==> config.mk <==
export PLATFORM = sky130hd
export DESIGN_NAME = pdm_cic_decoder_flat
export DESIGN_NICKNAME = d
export VERILOG_FILES = /design/src/rtl/pdm_cic_decoder_pkg.sv /design/src/rtl/pdm_cic_decoder_if.sv /design/src/rtl/pdm_cic_decoder_integrator.sv /design/src/rtl/pdm_cic_decoder.sv /design/src/flat_wrapper.sv
export SDC_FILE = /design/constraint.sdc
export NUM_CORES = 1
export LEC_CHECK = 0
export BUFFER_PORTS_ARGS = -buffer_cell sky130_fd_sc_hd__buf_2
export CORE_UTILIZATION = 55
export CTS_BUF_LIST = sky130_fd_sc_hd__clkbuf_4
export DETAILED_ROUTE_END_ITERATION = 12
export PLACE_DENSITY_LB_ADDON = 0.1
export SYNTH_ARGS = -nofsm -noshare
export SYNTH_HDL_FRONTEND = slang
export SYNTH_SLANG_ARGS = --single-unit
==> constraint.sdc <==
create_clock -name clk -period 17 [get_ports clk]
set_input_delay 0.85 -clock clk [delete_from_list [all_inputs] [get_ports clk]]
set_output_delay 0.85 -clock clk [all_outputs]
set_load 0.1 [all_outputs]
==> src/rtl/pdm_cic_decoder_pkg.sv <==
// Shared constants and width helpers for the 3rd-order CIC PDM decoder.
// Accumulator width and output shift derive from the decimation ratio.
package pdm_pkg;

   localparam int CIC_ORDER = 3;

   function automatic int cic_acc_width(input int decim_log2);
      return CIC_ORDER * decim_log2 + 1;
   endfunction

   function automatic int cic_shift(input int decim_log2,
                                    input int sample_w);
      return CIC_ORDER * decim_log2 - sample_w;
   endfunction

endpackage

==> src/rtl/pdm_cic_decoder_if.sv <==
// Sample delivery bus: valid/ready sample port plus sticky overrun flag.
// master = decoder side, slave = consumer side.
interface pdm_cic_decoder_if #(
   parameter int SAMPLE_W = 8
);

   logic [SAMPLE_W-1:0] sample_out;
   logic                sample_valid;
   logic                sample_ready;
   logic                overrun;
   logic                overrun_clr;

   modport master (
      output sample_out,
      output sample_valid,
      output overrun,
      input  sample_ready,
      input  overrun_clr
   );

   modport slave (
      input  sample_out,
      input  sample_valid,
      input  overrun,
      output sample_ready,
      output overrun_clr
   );

endinterface

==> src/rtl/pdm_cic_decoder_integrator.sv <==
// One CIC integrator: W-bit enabled accumulator, modulo 2^W wraparound.
// Async active-high reset clears the running sum.
module cic_integrator_stage #(
   parameter int W = 19
) (
   input  logic         clk,
   input  logic         rst,
   input  logic         en,
   input  logic [W-1:0] din,
   output logic [W-1:0] acc
);

   always_ff @(posedge clk or posedge rst) begin
      if (rst) begin
         acc <= '0;
      end else if (en) begin
         acc <= acc + din;
      end
   end

endmodule

==> src/rtl/pdm_cic_decoder.sv <==
// PDM to PCM decoder: 3rd-order CIC decimator, saturating scale, sample port.
// Define PDM_IN_SYNC_EN to put a 2-flop synchronizer on pdm_in.
module pdm_cic_decoder
   import pdm_pkg::*;
#(
   parameter int DECIM_LOG2 = 6,
   parameter int SAMPLE_W   = 8
) (
   input  logic                  clk,
   input  logic                  rst,
   input  logic                  ena,
   input  logic                  pdm_in,
   pdm_cic_decoder_if.master     sbus
);

   localparam int W     = cic_acc_width(DECIM_LOG2);
   localparam int SHIFT = cic_shift(DECIM_LOG2, SAMPLE_W);

   logic                  x;
   logic [W-1:0]          i1;
   logic [W-1:0]          i2;
   logic [W-1:0]          i3;
   logic [DECIM_LOG2-1:0] cnt;
   logic                  dec_edge;
   logic [W-1:0]          d1;
   logic [W-1:0]          d2;
   logic [W-1:0]          d3;
   logic [W-1:0]          c1;
   logic [W-1:0]          c2;
   logic [W-1:0]          c3;
   logic [SAMPLE_W:0]     v;
   logic [SAMPLE_W-1:0]   sat;
   logic                  ovr_set;

`ifdef PDM_IN_SYNC_EN
   logic [1:0] sync_q;

   always_ff @(posedge clk or posedge rst) begin
      if (rst) begin
         sync_q <= '0;
      end else begin
         sync_q <= {sync_q[0], pdm_in};
      end
   end

   assign x = sync_q[1];
`else
   assign x = pdm_in;
`endif

   cic_integrator_stage #(.W(W)) u_int1 (
      .clk (clk),
      .rst (rst),
      .en  (ena),
      .din ({{(W-1){1'b0}}, x}),
      .acc (i1)
   );

   cic_integrator_stage #(.W(W)) u_int2 (
      .clk (clk),
      .rst (rst),
      .en  (ena),
      .din (i1),
      .acc (i2)
   );

   cic_integrator_stage #(.W(W)) u_int3 (
      .clk (clk),
      .rst (rst),
      .en  (ena),
      .din (i2),
      .acc (i3)
   );

   always_ff @(posedge clk or posedge rst) begin
      if (rst) begin
         cnt <= '0;
      end else if (ena) begin
         cnt <= cnt + 1'b1;
      end
   end

   assign dec_edge = ena && (cnt == {DECIM_LOG2{1'b1}});

   // Combs run at the decimated rate on the pre-update integrator value.
   always_comb begin
      c1 = i3 - d1;
      c2 = c1 - d2;
      c3 = c2 - d3;
   end

   always_ff @(posedge clk or posedge rst) begin
      if (rst) begin
         d1 <= '0;
         d2 <= '0;
         d3 <= '0;
      end else if (dec_edge) begin
         d1 <= i3;
         d2 <= c1;
         d3 <= c2;
      end
   end

   // Full scale lands exactly on bit SAMPLE_W, so clip it to all-ones.
   assign v   = c3[SHIFT +: SAMPLE_W+1];
   assign sat = v[SAMPLE_W] ? {SAMPLE_W{1'b1}} : v[SAMPLE_W-1:0];

   assign ovr_set = dec_edge && sbus.sample_valid && !sbus.sample_ready;

   always_ff @(posedge clk or posedge rst) begin
      if (rst) begin
         sbus.sample_out   <= '0;
         sbus.sample_valid <= 1'b0;
      end else if (dec_edge) begin
         sbus.sample_out   <= sat;
         sbus.sample_valid <= 1'b1;
      end else if (sbus.sample_valid && sbus.sample_ready) begin
         sbus.sample_valid <= 1'b0;
      end
   end

   always_ff @(posedge clk or posedge rst) begin
      if (rst) begin
         sbus.overrun <= 1'b0;
      end else if (ovr_set) begin
         sbus.overrun <= 1'b1;
      end else if (sbus.overrun_clr) begin
         sbus.overrun <= 1'b0;
      end
   end

endmodule
==> src/flat_wrapper.sv <==
// flat-port wrapper written by rule: the top's interface ports become plain ports
module pdm_cic_decoder_flat import pdm_pkg::*;
#(
   parameter int DECIM_LOG2 = 6,
   parameter int SAMPLE_W   = 8
)
  (clk, rst, ena, pdm_in, sbus_sample_out, sbus_sample_valid, sbus_overrun, sbus_sample_ready, sbus_overrun_clr);
  pdm_cic_decoder_if #(.SAMPLE_W(SAMPLE_W)) sbus_i ();
  input  logic clk;
  input  logic rst;
  input  logic ena;
  input  logic pdm_in;
  output wire logic [$bits(sbus_i.sample_out)-1:0] sbus_sample_out;
  output wire logic [$bits(sbus_i.sample_valid)-1:0] sbus_sample_valid;
  output wire logic [$bits(sbus_i.overrun)-1:0] sbus_overrun;
  input wire logic [$bits(sbus_i.sample_ready)-1:0] sbus_sample_ready;
  input wire logic [$bits(sbus_i.overrun_clr)-1:0] sbus_overrun_clr;
  assign sbus_sample_out = sbus_i.sample_out;
  assign sbus_sample_valid = sbus_i.sample_valid;
  assign sbus_overrun = sbus_i.overrun;
  assign sbus_i.sample_ready = sbus_sample_ready;
  assign sbus_i.overrun_clr = sbus_overrun_clr;
  pdm_cic_decoder #(.DECIM_LOG2(DECIM_LOG2), .SAMPLE_W(SAMPLE_W)) u_core (.clk(clk), .rst(rst), .ena(ena), .pdm_in(pdm_in), .sbus(sbus_i));
endmodule
==> reports/results.ini <==
[worst_setup_path]
cp.arrival_ns=6.36
ff2ff_path_depth=26
cp-end-kind=register
worstPathMaxFanout=7
cp-start-kind=register
path_class=register to register
cp.required_ns=17.45

[floorplanning]
die_w_um=128
start_util_pct=56.7
io_pins=16
dieArea_sq_um=16300
die_h_um=128
core_sq_um=15300
rows=45

[final_layout]
drive_gt1_share_pct=9.97
layout_commonest_cell=dfrtp_1
final_util_pct=60.1
layout_common_cells=dfrtp_1, nand2_1, ha_1
regArea_sq_um=3250
multi_input_area_sq_um=5030
fin_nets=1043
fillers=1354
area_growth_pct=6.13

[synth]
ys.flop_type=dfrtp_1
netlist_area_sq_um=8680
syn_inst=923
synth_cell_type_count=63
ys_seq_area_share_pct=37.5
syn_area_per_cell_sq_um=9.40
synthesis.nets=1025
ys_ff_latch=130
synth_edf_count=0
yosys_warnings=0
async_reset_ff_share_pct=100

[clock_network]
htree_levels=4
post_cts.repair.setup_buffers=0
cts.sinks=130
cts_buffers=17
cts_tree=done
clock-root-buffer=clkbuf_4
cts_buffer_depth=2
cts_resized=0
insertion_delay_ns=0.54
clk_pin_slew_ns=0.11
hold_buffers=0

[sta]
fin_crit_sh_pct=34.7
rsz0062_at_grt=no
finalSetupViolations=0
finalCriticalPeriod_ns=5.91
fin_skew_ns=0.0159
fmax_mhz=169
max_slew_margin_pct=35.3
final_hold_viol_count=0
tightest_slew_ns=0.970
final.setup.tns_ns=0
drv_slew=0

[global_route]
grt_first_pass_wirelength_um=28200
antenna_found_initial=1
grt_pass1_vias=6415
grt_max_degree=110
grt_overflow=0
track_usage_pct=21.4

[route]
ant_nets=0
vias_per_cell=5.47
vias=6367
routedWlPerCell_um=13.6
drc=0
drt_first_pass_iters=4
wl_um=15800
drtIter0Drc=246

[outcome]
status=complete, no violations

[run]
maxCapViolCount=0

[min_path]
min_path_type=primary input to asynchronous set/reset pin

[placed_design]
globalplace.congestion=0.851
numPortBuffers=15
place_hpwl_um=11700

==> per-stage QoR <==
step / worst slack [ns] / instances / area, sq um / hold WS [ns]
floorplan: 11.68 / 923 / 8680 / 0.450
global placement: 11.26 / 1133 / 8960 / 0.464
detailed placement: 11.10 / 1133 / 8960 / 0.471
CTS: 11.06 / 1164 / 9210 / 0.367
global route: 10.65 / 1165 / 9210 / 0.371
finish: 11.09 / 1165 / 9210 / 0.375
==> state kept, by name (all words and copies together), names as in the netlist <==
register	count
u_core.cnt	6
u_core.d1	19
u_core.d2	19
u_core.d3	19
u_core.sbus.overrun	1
u_core.sbus.sample_out	8
u_core.sbus.sample_valid	1
u_core.u_int1.acc	19
u_core.u_int2.acc	19
u_core.u_int3.acc	19
==> cells in the mapped netlist, types with 8 or more instances <==
| library cell | count | area, sq um |
|---|---|---|
| mux2_2 | 33 | 372 |
| xnor2_1 | 61 | 534 |
| nand2_1 | 101 | 379 |
| nor2b_1 | 9 | 56.3 |
| o21ai_0 | 82 | 410 |
| nor2_1 | 48 | 180 |
| nand4_1 | 8 | 50.1 |
| dfrtp_1 | 130 | 3250 |
| nor3_1 | 15 | 75.1 |
| nand3_1 | 13 | 65.1 |
| a21oi_1 | 49 | 245 |
| o21a_1 | 16 | 120 |
| xor2_1 | 23 | 201 |
| and3_1 | 14 | 87.6 |
| ha_1 | 92 | 1150 |
| clkbuf_1 | 15 | 56.3 |
| a21o_1 | 29 | 218 |
| inv_1 | 82 | 308 |
==> worst max-delay path: stages (launching register included) <==
cell	delay (ns)
dfrtp_1	0.40
inv_1	0.09
ha_1	0.17
inv_1	0.06
fa_1	0.47
a211o_1	0.31
a21oi_1	0.13
o21bai_1	0.08
xor2_1	0.16
ha_1	0.34
a21o_1	0.19
a21o_1	0.19
o21ai_0	0.16
a21oi_1	0.08
o41ai_1	0.39
xnor2_1	0.20
ha_1	0.32
a21o_1	0.19
a21o_1	0.17
a21o_1	0.18
a31oi_1	0.16
o31ai_1	0.13
o41ai_1	0.35
xor2_1	0.13
xnor2_1	0.49
nand2_1	0.15
o211ai_1	0.13
==> final cells by class <==
type,count,share of cell area [%]
Multi-Input combinational cell,692,54.6
Clock buffer,21,1.71
Tap cell,211,2.87
Antenna cell,1,0.0272
Clock inverter,10,1.01
Sequential cell,130,35.3
Inverter,82,3.37
Timing Repair Buffer,18,1.06
==> worst paths after layout <==
check | from | endpoint | slack (ns)
setup / recovery | u_core.u_int3.acc[0]$_DFFE_PP0P_ | u_core.sbus.sample_out[7]$_DFFE_PP0P_ | 11.09
hold / removal | rst | u_core.d3[1]$_DFFE_PP0P_ | 0.37
setup reg to reg | u_core.u_int3.acc[0]$_DFFE_PP0P_ | u_core.sbus.sample_out[7]$_DFFE_PP0P_ | 11.09
hold reg to reg | u_core.d3[1]$_DFFE_PP0P_ | u_core.d3[1]$_DFFE_PP0P_ | 0.49
max in group asynchronous | rst | u_core.u_int2.acc[9]$_DFFE_PP0P_ | 15.15
min in group clk | u_core.d3[1]$_DFFE_PP0P_ | u_core.d3[1]$_DFFE_PP0P_ | 0.49
==> cells by family after synthesis <==
kind of cell / count (synthesis) / synth area share (%)
buffers and inverters: 101 / 4.54
AOI/OAI and AO/OA: 242 / 18.3
DFF: 130 / 37.5
muxes: 34 / 4.46
adders and majority gates: 96 / 14.2
and+or+nand+nor: 235 / 12.4
xor gates and xnor gates: 85 / 8.66
==> metal layers <==
metal	global-route usage [%]	vias to the layer above	share of wire, %
met5	0	-	0
met4	9.07	0	1.9
met3	3.85	30	2.2
met2	38.3	77	49
met1	25.2	2993	47
li1	-	3267	-
Power is not shown: default switching activity piles up to over one toggle a cycle in this logic, so the estimate is an artifact.
